[src/rtl/seg7_scan_driver.sv]
// seg7_scan_driver: multiplexed active-low 7-segment scanner with per-digit
// enable, decimal points, PWM brightness and frame-aligned double buffering.
// Optional leading-zero blanking is enabled by defining SEG7_LZ_BLANK_EN.
module seg7_scan_driver #(
  parameter int unsigned DIGITS   = 8,
  parameter int unsigned SCAN_DIV = 10_000,
  parameter int unsigned BRIGHT_W = 4
) (
  input  logic                  clk,
  input  logic                  rst,
  input  logic [4*DIGITS-1:0]   value,
  input  logic                  load,
  input  logic [DIGITS-1:0]     dp_mask,
  input  logic [DIGITS-1:0]     digit_en,
  input  logic [BRIGHT_W-1:0]   brightness,
  output logic [7:0]            SEG,
  output logic [DIGITS-1:0]     AN,
  output logic                  frame_done
);

  localparam int unsigned PRE_W = $clog2(SCAN_DIV);
  localparam int unsigned IDX_W = (DIGITS > 1) ? $clog2(DIGITS) : 1;
  localparam int unsigned VAL_W = 4 * DIGITS;

  logic [PRE_W-1:0]    presc_q, presc_d;
  logic [IDX_W-1:0]    idx_q, idx_d;
  logic [BRIGHT_W-1:0] pwm_q, pwm_d;
  logic [VAL_W-1:0]    stg_val_q, stg_val_d, disp_val_q, disp_val_d;
  logic [DIGITS-1:0]   stg_dp_q, stg_dp_d, disp_dp_q, disp_dp_d;
  logic [DIGITS-1:0]   stg_en_q, stg_en_d, disp_en_q, disp_en_d;
  logic [7:0]          seg_q, seg_d;
  logic [DIGITS-1:0]   an_q, an_d;
  logic                frame_done_q, frame_done_d;

  logic                tick, last_slot, boundary, lit;
  logic [DIGITS-1:0]   lz_blank;
  logic [3:0]          cur_nib;
  logic                cur_dp, cur_en;

  // Segment pattern (g..a, active low) for one hex nibble
  function automatic logic [6:0] hex_seg(input logic [3:0] n);
    case (n)
      4'h0: hex_seg = 7'h40;
      4'h1: hex_seg = 7'h79;
      4'h2: hex_seg = 7'h24;
      4'h3: hex_seg = 7'h30;
      4'h4: hex_seg = 7'h19;
      4'h5: hex_seg = 7'h12;
      4'h6: hex_seg = 7'h02;
      4'h7: hex_seg = 7'h78;
      4'h8: hex_seg = 7'h00;
      4'h9: hex_seg = 7'h10;
      4'hA: hex_seg = 7'h08;
      4'hB: hex_seg = 7'h03;
      4'hC: hex_seg = 7'h46;
      4'hD: hex_seg = 7'h21;
      4'hE: hex_seg = 7'h06;
      default: hex_seg = 7'h0E;
    endcase
  endfunction

  // Prescaler, digit index, PWM counter and double-buffer update
  always_comb begin
    tick      = (presc_q == PRE_W'(SCAN_DIV - 1));
    last_slot = (idx_q == IDX_W'(DIGITS - 1));
    boundary  = tick & last_slot;

    presc_d = tick ? '0 : presc_q + PRE_W'(1);
    idx_d   = idx_q;
    if (tick) idx_d = last_slot ? '0 : idx_q + IDX_W'(1);
    pwm_d   = pwm_q + BRIGHT_W'(1);

    stg_val_d = stg_val_q;
    stg_dp_d  = stg_dp_q;
    stg_en_d  = stg_en_q;
    if (load) begin
      stg_val_d = value;
      stg_dp_d  = dp_mask;
      stg_en_d  = digit_en;
    end

    // A load landing on the boundary bypasses staging so slot 0 shows it at once
    disp_val_d = disp_val_q;
    disp_dp_d  = disp_dp_q;
    disp_en_d  = disp_en_q;
    if (boundary) begin
      disp_val_d = stg_val_d;
      disp_dp_d  = stg_dp_d;
      disp_en_d  = stg_en_d;
    end
    frame_done_d = boundary;
  end

`ifdef SEG7_LZ_BLANK_EN
  logic supp;

  // Blank leading zero digits from the MSD down; dp or a non-zero nibble stops it
  always_comb begin
    lz_blank = '0;
    supp     = 1'b1;
    for (int i = int'(DIGITS) - 1; i >= 0; i--) begin
      if (supp && (i != 0) && (disp_val_q[4*i +: 4] == 4'h0) && !disp_dp_q[i])
        lz_blank[i] = 1'b1;
      else
        supp = 1'b0;
    end
  end
`else
  // Leading-zero blanking disabled: every enabled digit is shown
  always_comb begin
    lz_blank = '0;
  end
`endif

  // Select the current digit and form the next anode/segment outputs
  always_comb begin
    lit     = (&brightness) | (pwm_q < brightness);
    cur_nib = 4'h0;
    cur_dp  = 1'b0;
    cur_en  = 1'b0;
    an_d    = '1;
    for (int unsigned i = 0; i < DIGITS; i++) begin
      if (idx_q == IDX_W'(i)) begin
        cur_nib = disp_val_q[4*i +: 4];
        cur_dp  = disp_dp_q[i];
        cur_en  = disp_en_q[i] & ~lz_blank[i];
        an_d[i] = ~(lit & cur_en);
      end
    end
    seg_d = (&an_d) ? 8'hFF : {~cur_dp, hex_seg(cur_nib)};
  end

  // State and output registers
  always_ff @(posedge clk or posedge rst) begin
    if (rst) begin
      presc_q      <= '0;
      idx_q        <= '0;
      pwm_q        <= '0;
      stg_val_q    <= '0;
      stg_dp_q     <= '0;
      stg_en_q     <= '1;
      disp_val_q   <= '0;
      disp_dp_q    <= '0;
      disp_en_q    <= '1;
      seg_q        <= 8'hFF;
      an_q         <= '1;
      frame_done_q <= 1'b0;
    end else begin
      presc_q      <= presc_d;
      idx_q        <= idx_d;
      pwm_q        <= pwm_d;
      stg_val_q    <= stg_val_d;
      stg_dp_q     <= stg_dp_d;
      stg_en_q     <= stg_en_d;
      disp_val_q   <= disp_val_d;
      disp_dp_q    <= disp_dp_d;
      disp_en_q    <= disp_en_d;
      seg_q        <= seg_d;
      an_q         <= an_d;
      frame_done_q <= frame_done_d;
    end
  end

  assign SEG        = seg_q;
  assign AN         = an_q;
  assign frame_done = frame_done_q;

endmodule

[config.mk]
export PLATFORM = sky130hd
export DESIGN_NAME = seg7_scan_driver
export DESIGN_NICKNAME = d
export VERILOG_FILES = /design/src/rtl/seg7_scan_driver.sv
export SDC_FILE = /design/constraint.sdc
export NUM_CORES = 1
export LEC_CHECK = 0
export ABC_AREA = 1
export CAP_MARGIN = 0
export CORE_MARGIN = 3
export CORE_UTILIZATION = 45
export DETAILED_ROUTE_END_ITERATION = 16
export MAX_ROUTING_LAYER = met4
export PLACE_DENSITY = 0.64
export SKIP_LAST_GASP = 1
export SYNTH_ARGS = -nofsm -noshare
export SYNTH_HDL_FRONTEND = slang
export SYNTH_SLANG_ARGS = --single-unit
[constraint.sdc]
create_clock -name clk -period 6.3 [get_ports clk]
set_clock_uncertainty 0.1 [all_clocks]
set_input_delay 1.26 -clock clk [delete_from_list [all_inputs] [get_ports clk]]
set_output_delay 1.26 -clock clk [all_outputs]
set_load 0.01 [all_outputs]
---- Word-level counts from Yosys, hierarchy flattened ----
Memory sizes are Yosys's and may differ from the RTL's.
Cells that the tools add are included.
storage, ports and cells
  memories kept ........................... 1
  logic and storage cells ................. 77
  output and inout bits ................... 17
  register bits ........................... 134
  input port bits ......................... 55
  memory bits (read-only) ................. 112
cells by class
  bitwise gates (word level) .............. 19
  equality and inequality tests ........... 8
  add/subtract/negate cells ............... 3
  order comparisons ....................... 1
  reductions and logical operators ........ 3
  muxes and demuxes ....................... 30
memories
  memory           depth  width  rd ports  clocked after Yosys merged registers in  write ports  line  source
  (no name shown)  16     7      1         0                                        0            42    case (n)
operators with widths
  operator                                             number
  2-to-1 mux 32 bit                                    1
  2-to-1 mux 4 bit                                     8
  2-to-1 mux 8 bit                                     3
  2-to-1 mux 1 bit                                     16
  adder 14 x 1 -> 14 bit, second input constant        1
  equality test 14 bit, second input constant          1
  2-to-1 mux 14 bit                                    1
  equality test 3 bit, second input constant           4
  bitwise AND 1 bit                                    9
  NOT 1 bit                                            9
  AND reduction 8 bit                                  1
  equality test 3 x 2 -> 1 bit, second input constant  2
  adder 4 x 1 -> 4 bit, second input constant          1
  less-than comparator 4 bit                           1
  AND reduction 4 bit                                  1
  adder 3 x 1 -> 3 bit, second input constant          1
  equality test 3 x 1 -> 1 bit, second input constant  1
  zero test 3 bit                                      1
  2-to-1 mux 3 bit                                     1
  bitwise OR 1 bit                                     1

---- Logic depth before layout (Yosys ltp) ----
Gate-level depths: netlist (run 1).
  depth in word-level cells ............... 11
  depth in mapped cells ................... 20
  gate-level depth less buffers ........... 19

---- Least setup slack after synthesis (run 1) ----
No wires, ideal clock.
  kind .................................... input to register
  start ................................... input port brightness[3]
  end ..................................... register seg_q[0], in the netlist SEG[0]
  stages .................................. 10
  library setup time ...................... 0.064 ns
  data required time ...................... 6.136 ns
  data arrival time ....................... 2.427 ns
  path buffers ............................ 0
  slack ................................... 3.709 ns
  path through ............................ inv_1 > ha_1 > nand2_1 > o21ai_1 > nand2_1 > nand3_1 > nand3_1 > nor2_2 > inv_1 > nand3_1
on the way
  cells in the longest elaborated chain, start to end .. 7
  elaborated cells between the ends (all ways) .. 29
  classes of those cells .................. 1 x order compare; 9 x mux; 17 x bitwise; 2 x reduce/logical
RTL lines
  item                                                                      line  source
  start, declared                                                           15    input logic [BRIGHT_W-1:0] brightness,
  less-than comparator 4 bit / AND reduction 4 bit (equally long branches)  117   lit = (&brightness) | (pwm_q < brightness);
  bitwise OR 1 bit (*)                                                      117
  bitwise AND 1 bit (*)                                                     127   an_d[i] = ~(lit & cur_en);
  NOT 1 bit (*)                                                             127
  2-to-1 mux 1 bit (*)                                                      123   if (idx_q == IDX_W'(i)) begin
  named net an_d[5]                                                         32    logic [DIGITS-1:0] an_q, an_d;
  AND reduction 8 bit (*)                                                   130   seg_d = (&an_d) ? 8'hFF : {~cur_dp, hex_seg(cur_nib)};
  2-to-1 mux 8 bit (*)                                                      130
  named net seg_d[0]                                                        31    logic [7:0] seg_q, seg_d;
  end signal, assigned                                                      158   seg_q <= seg_d;
  end, declared                                                             31
Mark *: on every way through the listed nets, which the timed path passes. The rest lies on a longest branch.
A chain may end at the register's enable or synchronous reset.

---- Worst setup path after layout (run 1) ----
  start ................................... input port load
  end ..................................... register disp_val_q[10]
on the way
  cells in the longest elaborated chain, start to end .. 1
RTL lines
  item                     line  source
  start, declared          12    input logic load,
  2-to-1 mux 32 bit        76    if (load) begin
  named net stg_val_d[10]  28    logic [VAL_W-1:0] stg_val_q, stg_val_d, disp_val_q, disp_val_d;
  end signal, assigned     155   disp_val_q <= disp_val_d;
  end, declared            28
The timed path passes the listed nets, and every way through them passes these cells.

==> results of run 1 <==
## per-layer routing
layer	share of wire (%)	wire length [um]
met5	0	0
met1	49	6560
met4	1.1	146
met3	4.2	558
met2	45	6020
## Yosys cell counts
| master | count | share of area (%) |
|---|---|---|
| nor4_2 | 1 | 0.20 |
| nor2_8 | 1 | 0.32 |
| nor3_1 | 2 | 0.16 |
| a21oi_2 | 2 | 0.28 |
| buf_4 | 6 | 0.73 |
| nor2_2 | 3 | 0.30 |
| a221oi_1 | 1 | 0.14 |
| nand2_2 | 5 | 0.51 |
| inv_1 | 70 | 4.3 |
| xnor2_1 | 3 | 0.43 |
| clkinv_1 | 1 | 0.061 |
| dfstp_2 | 32 | 14 |
| o21ai_0 | 12 | 0.97 |
| a211oi_1 | 1 | 0.12 |
| a21oi_1 | 7 | 0.57 |
| and3_1 | 1 | 0.10 |
| o21ai_1 | 12 | 0.97 |
| dfrtp_1 | 102 | 41 |
| ha_1 | 18 | 3.7 |
| inv_2 | 4 | 0.24 |
| nand3_1 | 35 | 2.8 |
| nor2_1 | 43 | 2.6 |
| buf_6 | 4 | 0.73 |
| buf_2 | 2 | 0.16 |
| xor2_1 | 3 | 0.43 |
| nand3_2 | 1 | 0.16 |
| buf_1 | 2 | 0.12 |
| clkbuf_1 | 8 | 0.49 |
| o211ai_1 | 1 | 0.12 |
| nand4_1 | 3 | 0.30 |
| nand2_1 | 376 | 23 |
## placed cells by master (no fill, tap or decap)
master,count
a211oi_1,1
o211ai_1,1
nor2_2,3
xor2_1,3
clkbuf_1,2
inv_2,4
nand3_2,1
clkbuf_16,17
dfstp_2,32
a21oi_2,2
a21oi_1,7
clkinv_2,7
o21ai_0,12
a221oi_1,1
clkinv_1,1
nand3_1,35
nand2_1,376
o21ai_1,12
nor4_2,1
nor2_8,1
inv_1,69
dfrtp_1,102
nor2_1,43
inv_4,1
nand4_1,3
clkinv_4,1
buf_2,1
nand2_2,5
ha_1,18
clkinvlp_4,1
xnor2_1,3
nor3_1,2
and3_1,1
clkdlybuf4s50_1,70
clkbuf_8,4
buf_4,3
## per-stage QoR
| step | util (%) | area [um2] |
|---|---|---|
| finish | 56.5 | 7510 |
| global route | 56.5 | 7510 |
| CTS | 56.5 | 7510 |
| detailed placement | 52.5 | 6980 |
| global placement | 52.5 | 6980 |
| floorplan | - | 6160 |
## power groups by stage
stage | sequential, mW | combinational [mW] | clock (mW)
3_5_place_dp | 0.916 | 0.107 | 0
5_1_grt | 0.904 | 0.120 | 0.951
4_1_cts | 0.902 | 0.108 | 0.911
3_3_place_gp | 0.915 | 0.105 | 0
2_1_floorplan | 0.914 | 0.0527 | 0
6_report | 0.902 | 0.105 | 0.891
## final cells by class
type	instances	area share, %
multi-input combinational	531	31.3
timing repair buffer	74	9.69
clock inverter	9	0.683
inverter	75	3.78
tap	176	2.93
clock buffer	23	6.49
sequential	134	45.2
## cells by family (layout without fill, tap and decap cells)
kind of cell,after synthesis,count (layout),synth area share (%)
buffers and inverters,97,181,6.80
xor gates and xnor gates,6,6,0.853
and+or+nand+nor,471,471,30.4
AOI/OAI and AO/OA,36,36,3.19
adders and majority gates,18,18,3.65
DFF,134,134,55.1
## sequential cells by signal, summed over array words and instances, names as in the netlist
name / flops
idx_q: 3
pwm_q: 4
AN: 8
disp_en_q: 8
disp_val_q: 32
SEG: 8
stg_en_q: 8
frame_done: 1
presc_q: 14
stg_dp_q: 8
stg_val_q: 32
disp_dp_q: 8
## critical path, delay by kind of cell
family          cells  cell delay, ns
buf+inv             3            1.66
simple gates        3            0.22
compound gates      1            0.07
## path summary, 6_finish.rpt
| path | start | to | depth (start not counted) |
|---|---|---|---|
| setup / recovery | load | disp_val_q[10] | 7 |
| hold / removal | presc_q[0] | presc_q[0] | 1 |
| setup reg to reg | idx_q[2] | disp_val_q[6] | 6 |
| hold reg to reg | presc_q[0] | presc_q[0] | 1 |
| max in group asynchronous | rst | presc_q[5] | 3 |
| min in group asynchronous | rst | disp_val_q[30] | 3 |
==> results.yml, run 1 <==
grt:
  antenna_found_initial: 0
  grt_max_degree: 84
  grt_pass1_vias: 4645
  grt_usage_pct: 19.6
  top_usage_layer: "met2"
  met3_usage_pct: 4.03
  met2_usage_pct: 29.0
  grt_pass1_wl_mm: 22.5
  use_met1_pct: 27.4
  overflow: 0
pwr:
  swShare_pct: 22.0
  p_per_area_mw_per_mm2: 253
  power.switching_mw: 0.418
  p_clk_share_pct: 47.0
  max-vdd-ir-drop_v: 0.000168
  p_seq_share_pct: 47.5
  fin_total_pwr_mw: 1.90
  p_leak_nw: 3.83
  power.internal_mw: 1.48
  p_comb_share_pct: 5.5
sta:
  final-hold-violation-count: 0
  setup_slack_ns: 3.22
  slew_headroom_pct: 32.1
  fmax_mhz: 325
  min_period_over_period_pct: 48.9
  fin_tns_setup_ns: 0
  setup_viol: 0
  worstMarginPinSlew_ns: 1.02
  timing.final.crit_period_ns: 3.08
  hold_ws_ns: 0.351
  finalMaxSlewViolations: 0
  rsz0062_at_grt: "no"
yosys:
  netlist_area_mm2: 0.00616
  ys_ff_latch: 134
  syn_nets: 835
  yosysWarnings: 0
  syn_inst: 762
  synth_cell_type_count: 31
  ys_seq_area_share_pct: 55.1
  avgSynthCellArea_um2: 8.09
layout:
  stdcell_count: 1022
  fin_nets: 906
  fill_cells: 1218
  multi_input_area_mm2: 0.00235
  register_area_mm2: 0.00339
  drive_gt1_share_pct: 9.93
  area_delta_synth_final_pct: 21.9
  num_antenna_cells: 0
placement:
  pre_cts_ws_ns: 2.78
  dpl.hpwl_mm: 9.20
  io_buffers: 71
  gp_congestion: 0.829
  dp.cells: 990
die:
  rows: 42
  core_area_mm2: 0.0133
  ios: 72
  start_util_pct: 46.3
  die_width_um: 123
  die_h_um: 123
  die_area_mm2: 0.0151
clocking:
  clockBufferDepth: 2
  clk_latency_ns: 0.41
  cts_sinks: 134
  htreeDepth: 4
  cts.repair.resized: 0
  clock_tree.root_cell: "clkbuf_16"
  cts_buffers: 17
  cts_setup_buffers: 0
  tritoncts: "built"
  cts.clk_slew.worst_paths_ns: 0.06
  cts_hold_buf: 0
min_path:
  hold_path_class: "register to register"
worst_setup_path:
  path_class: "primary input to register"
  critPathRequiredTime_ns: 6.46
  setup.worst_path.start_class: "primary input"
  reg2reg_slack_ns: 3.24
  critPathSlowestCell: "buf_2"
  path_common_cell: "nand2_1"
  cp_slowest_stage_delay_ns: 0.66
  endpoint_kind: "register"
  crit_arrival_ns: 3.24
  cp_max_fo: 49
  crit_chain: "buf_2 -> inv_1 -> buf_4 -> nand2_1 -> nand2_1 -> nand2_1 -> o21ai_0"
route:
  routed_wl_mm: 13.3
  avgRoutedWirePerCell_um: 13.0
  dr.pass1.iters: 5
  drc_errors: 0
  postRouteAntennaNets: 0
  vias: 4788
  routed_via_density: 4.68
  drt-initial-drc-count: 337
run_status:
  outcome: "finished clean"
job:
  cap_violations: 0
Power figures use the tool's default switching activity.
==> inputs of run 2 (changes only) <==
PLACE_DENSITY = 0.67   (was 0.64)
clock period = 2.7 ns   (was 6.3 ns; I/O delays follow)
==> run 2 against run 1 <==
Net effect:
- sequential share of layout area is 0.96 points lower
- utilization is 1.2 points higher
- combinational power is 130% higher
- die area stayed put
- critical path depth is 9 higher
- power grew to 2.5 times the previous value
- first-iteration DRC count is 22% lower
- non-clock buffer count is 3 higher
- hold slack better by 0.010 ns
- critical path type is now register to register
==> results.yml, run 2 (synthesis gave the netlist of run 1 again) <==
route:
  vias: 4776
  drc_errors: 0
  routed_wl_mm: 13.0
  drt-initial-drc-count: 262
  dr.pass1.iters: 5
  routed_via_density: 4.66
  avgRoutedWirePerCell_um: 12.7
  postRouteAntennaNets: 0
worst_setup_path:
  setup.worst_path.start_class: "register"
  crit_arrival_ns: 2.74
  critPathSlowestCell: "dfrtp_1"
  crit_chain: "inv_1 -> ha_1 -> nand2_2 -> o21ai_1 -> inv_1 -> nand2_1 -> nand2_1 -> nand2_1 -> nand2_1 -> a21oi_2 -> inv_1 -> ha_1 -> nand2_1 -> nand2_1 -> nand2_1 -> nand3_1"
  path_class: "register to register"
  cp_slowest_stage_delay_ns: 0.40
  endpoint_kind: "register"
  cp_max_fo: 8
  critPathRequiredTime_ns: 2.94
  path_common_cell: "nand2_1"
layout:
  register_area_mm2: 0.00339
  reg_top3: "disp_val_q (32), stg_val_q (32), presc_q (14)"
  area_delta_synth_final_pct: 24.6
  num_antenna_cells: 0
  multi_input_area_mm2: 0.00236
  fin_nets: 909
  drive_gt1_share_pct: 10.6
  layout.cells.most_common_list: "375 x nand2_1, 102 x dfrtp_1, 70 x clkdlybuf4s50_1, 68 x inv_1, 43 x nor2_1"
  fill_cells: 1167
  final_util_pct: 57.8
  mostFrequentLayoutCell: "nand2_1"
die:
  die_h_um: 123
  start_util_pct: 46.3
  ios: 72
  die_area_mm2: 0.0151
  rows: 42
  core_area_mm2: 0.0133
  die_width_um: 123
placement:
  gp_congestion: 0.823
  dpl.hpwl_mm: 8.93
  io_buffers: 71
grt:
  grt_pass1_wl_mm: 22.0
  grt_max_degree: 135
  grt_pass1_vias: 4669
  overflow: 0
  antenna_found_initial: 0
  grt_usage_pct: 18.9
clocking:
  cts_sinks: 134
  clk_latency_ns: 0.42
  tritoncts: "built"
  cts_setup_buffers: 0
  cts.clk_slew.worst_paths_ns: 0.05
  clockBufferDepth: 2
  clock_tree.root_cell: "clkbuf_16"
  cts_buffers: 17
  htreeDepth: 4
sta:
  fin_tns_setup_ns: 0
  hold_ws_ns: 0.361
  fmax_mhz: 399
  final-hold-violation-count: 0
  finalMaxSlewViolations: 0
  worstMarginPinSlew_ns: 0.680
  slew_headroom_pct: 54.7
  rsz0062_at_grt: "no"
  timing.final.crit_period_ns: 2.50
  min_period_over_period_pct: 92.7
  setup_viol: 0
pwr:
  p_per_area_mw_per_mm2: 628
  p_clk_share_pct: 51.3
  fin_total_pwr_mw: 4.82
  power.switching_mw: 0.962
  max-vdd-ir-drop_v: 0.000473
  p_comb_share_pct: 5.1
  p_seq_share_pct: 43.6
  power.internal_mw: 3.86
  p_leak_nw: 3.89
  swShare_pct: 20.0
min_path:
  hold_path_class: "register to register"
job:
  cap_violations: 0
run_status:
  outcome: "finished clean"
==> run 2: worst paths after layout <==
check	from	endpoint	slack, ns	cells past startpoint
setup / recovery	idx_q[0]	SEG[3]	0.20	16
hold / removal	presc_q[0]	presc_q[0]	0.36	1
setup reg to reg	idx_q[0]	SEG[3]	0.20	16
hold reg to reg	presc_q[0]	presc_q[0]	0.36	1
max in group asynchronous	rst	disp_val_q[31]	1.41	3
min in group asynchronous	rst	pwm_q[3]	0.59	3
==> run 2: worst max-delay path: cells and delay by family, from the launching register on <==
family,cells,cell delay (ns)
and+or+nand+nor,9,0.68
AOI/OAI and AO/OA,2,0.45
DFF,1,0.40
adders and majority gates,2,0.47
buffers and inverters,3,0.34
==> run 2: what timing repair did <==
item                                    in CTS  in global routing
hold buffers                                 0                  0
endpoints found under the setup margin       0                  6
hold endpoints to repair                     0                  0
resized for setup                            0                  4
==> run 2: stage by stage <==
stage | cells | setup slack (ns) | instance area, um2
floorplan | 762 | 0.421 | 6170
global placement | 993 | 0.132 | 7020
detailed placement | 993 | 0.0975 | 7020
CTS | 1025 | 0.0988 | 7670
global route | 1025 | 0.00161 | 7680
finish | 1025 | 0.196 | 7680
==> run 2: final cells by class <==
type / instances / share of cell area (%)
Sequential cell: 134 / 44.2
Timing Repair Buffer: 77 / 10.1
Clock buffer: 24 / 6.53
Tap cell: 176 / 2.87
Clock inverter: 8 / 1.86
Inverter: 75 / 3.72
Multi-Input combinational cell: 531 / 30.7
==> run 2: power groups by stage <==
stage | clock network [mW] | logic [mW] | registers (mW)
2_1_floorplan | 0 | 0.123 | 2.13
3_3_place_gp | 0 | 0.245 | 2.13
3_5_place_dp | 0 | 0.249 | 2.14
4_1_cts | 2.51 | 0.251 | 2.10
5_1_grt | 2.60 | 0.281 | 2.11
6_report | 2.47 | 0.245 | 2.10
==> run 2: layer usage <==
layer | routed length [um] | track usage, % | up-vias
met5 | 0 | - | -
met4 | 122 | 6.64 | 0
met3 | 595 | 3.43 | 12
met2 | 6070 | 29.2 | 94
met1 | 6220 | 25.4 | 2201
li1 | - | - | 2469
==> inputs of run 3 (changes only) <==
CORE_MARGIN = default   (was 3)
MAX_ROUTING_LAYER = default   (was met4)
==> run 3 against run 2 <==
Net effect:
- power grew 7.0%
- highest routed layer unchanged
- global-route usage grew 2.2 points
- die area shrank 6.4%
- hold slack gained 0.0013 ns
- sequential power is essentially flat
- routed wire length grew 2.3%
- clock-buffer cell count shrank 6
- first-iteration DRC count shrank 1.5%
==> results.yml, run 3 (synthesis gave the netlist of run 1 again) <==
clocking:
  cts_setup_buffers: 0
  cts_hold_buf: 0
  clk_latency_ns: 0.42
  cts.clk_slew.worst_paths_ns: 0.05
  cts_buffers: 17
  cts_sinks: 134
  cts.repair.resized: 0
  tritoncts: "built"
  clock_tree.root_cell: "clkbuf_16"
  htreeDepth: 4
  clockBufferDepth: 2
route:
  routed_via_density: 4.70
  drc_errors: 0
  routed_wl_mm: 13.3
  vias: 4851
  dr.pass1.iters: 4
  drt-initial-drc-count: 258
  postRouteAntennaNets: 0
  avgRoutedWirePerCell_um: 12.9
run_status:
  outcome: "finished clean"
die:
  core_area_mm2: 0.0133
  ios: 72
  die_width_um: 119
  start_util_pct: 46.3
  die_area_mm2: 0.0142
  die_h_um: 119
  rows: 42
worst_setup_path:
  endpoint_kind: "register"
  critPathLaunch: "idx_q[0]"
  r2r_cells: 16
  cp_max_fo: 8
  critPathRequiredTime_ns: 2.93
  r2r_end: "SEG[3]"
  path_class: "register to register"
  r2r_start: "idx_q[0]"
  crit_end: "SEG[3]"
  crit_arrival_ns: 2.68
  setup.worst_path.start_class: "register"
  reg2reg_slack_ns: 0.25
layout:
  reg_top3: "disp_val_q (32), stg_val_q (32), presc_q (14)"
  area_delta_synth_final_pct: 27.2
  drive_gt1_share_pct: 11.6
  mostFrequentLayoutCell: "nand2_1"
  layout.cells.most_common_list: "375 x nand2_1, 102 x dfrtp_1, 70 x clkdlybuf4s50_1, 68 x inv_1, 43 x nor2_1"
  num_antenna_cells: 0
  stdcell_count: 1032
  fin_nets: 916
placement:
  dpl.hpwl_mm: 9.34
  dp.cells: 1000
  gp_congestion: 0.869
  io_buffers: 71
grt:
  grt_max_degree: 49
  overflow: 0
  antenna_found_initial: 0
  grt_pass1_vias: 5021
  grt_pass1_wl_mm: 23.5
  grt_usage_pct: 21.1
min_path:
  hold_path_class: "register to register"
sta:
  slew_headroom_pct: 56.8
  min_period_over_period_pct: 90.6
  fin_tns_setup_ns: 0
  worstMarginPinSlew_ns: 0.647
  final-hold-violation-count: 0
  fmax_mhz: 409
  finalMaxSlewViolations: 0
  setup_viol: 0
  timing.final.crit_period_ns: 2.45
  rsz0062_at_grt: "no"
pwr:
  p_per_area_mw_per_mm2: 658
  p_leak_nw: 3.96
  max-vdd-ir-drop_v: 0.000421
job:
  cap_violations: 0
## run 3: cell type report
class                   count  area [um2]
clock buffers              18         439
fillers                  1174        5460
well taps                 176         220
clock inverters            14         278
multi-input cells         531        2370
inverters                  75         285
flip-flops and latches    134        3390
repair buffers             84         853
## run 3: how the worst min path moves through the flow
stage            startpoint      endpoint  slack (ns)  cells past startpoint
2_1_floorplan    presc_q[0]    presc_q[0]        0.33                      1
3_3_place_gp     presc_q[0]    presc_q[0]        0.34                      1
3_5_place_dp   disp_en_q[6]  disp_en_q[6]        0.36                      2
4_1_cts        disp_en_q[6]  disp_en_q[6]        0.37                      2
5_1_grt        stg_val_q[6]  stg_val_q[6]        0.39                      2
6_report       disp_en_q[6]  disp_en_q[6]        0.36                      2
## run 3: critical path, cell delays in order, from the launching register on
cell     delay (ns)
dfrtp_1        0.40
inv_1          0.14
ha_1           0.23
nand2_2        0.14
o21ai_1        0.14
inv_1          0.05
nand2_1        0.07
nand2_1        0.05
nand2_1        0.06
nand2_1        0.08
a21oi_4        0.24
inv_1          0.13
ha_1           0.23
nand3_1        0.13
nand2_1        0.07
nand2_1        0.06
nand3_1        0.06
## run 3: where the power goes
part | switching, mW | total (mW) | internal [mW]
Combinational | 0.141 | 0.259 | 0.118
Sequential | 0.0184 | 2.10 | 2.09
Clock | 0.860 | 2.80 | 1.94
Total | 1.02 | 5.16 | 4.14
## run 3: metal layers
layer  global-route usage (%)  routed length, um  vias to the layer above
li1                         -                  -                     2483
met1                     28.2               6330                     2246
met2                     33.7               6250                      109
met3                     4.41                570                       13
met4                     8.07                160                        0
met5                        0                  0                        -
## run 3: stage by stage
| step | hold slack (ns) | power, mW | setup WS [ns] | instance area, um2 | utilization, % |
|---|---|---|---|---|---|
| after floorplan | 0.325 | 2.26 | 0.421 | 6170 | - |
| after global placement | 0.339 | 2.39 | 0.142 | 7100 | 53.4 |
| after CTS | 0.365 | 5.21 | 0.168 | 7820 | 58.8 |
| final | 0.363 | 5.16 | 0.253 | 7840 | 58.9 |
| after detailed placement | 0.358 | 2.40 | 0.0559 | 7100 | 53.4 |
| after global routing | 0.389 | 5.33 | 0.0191 | 7840 | 58.9 |
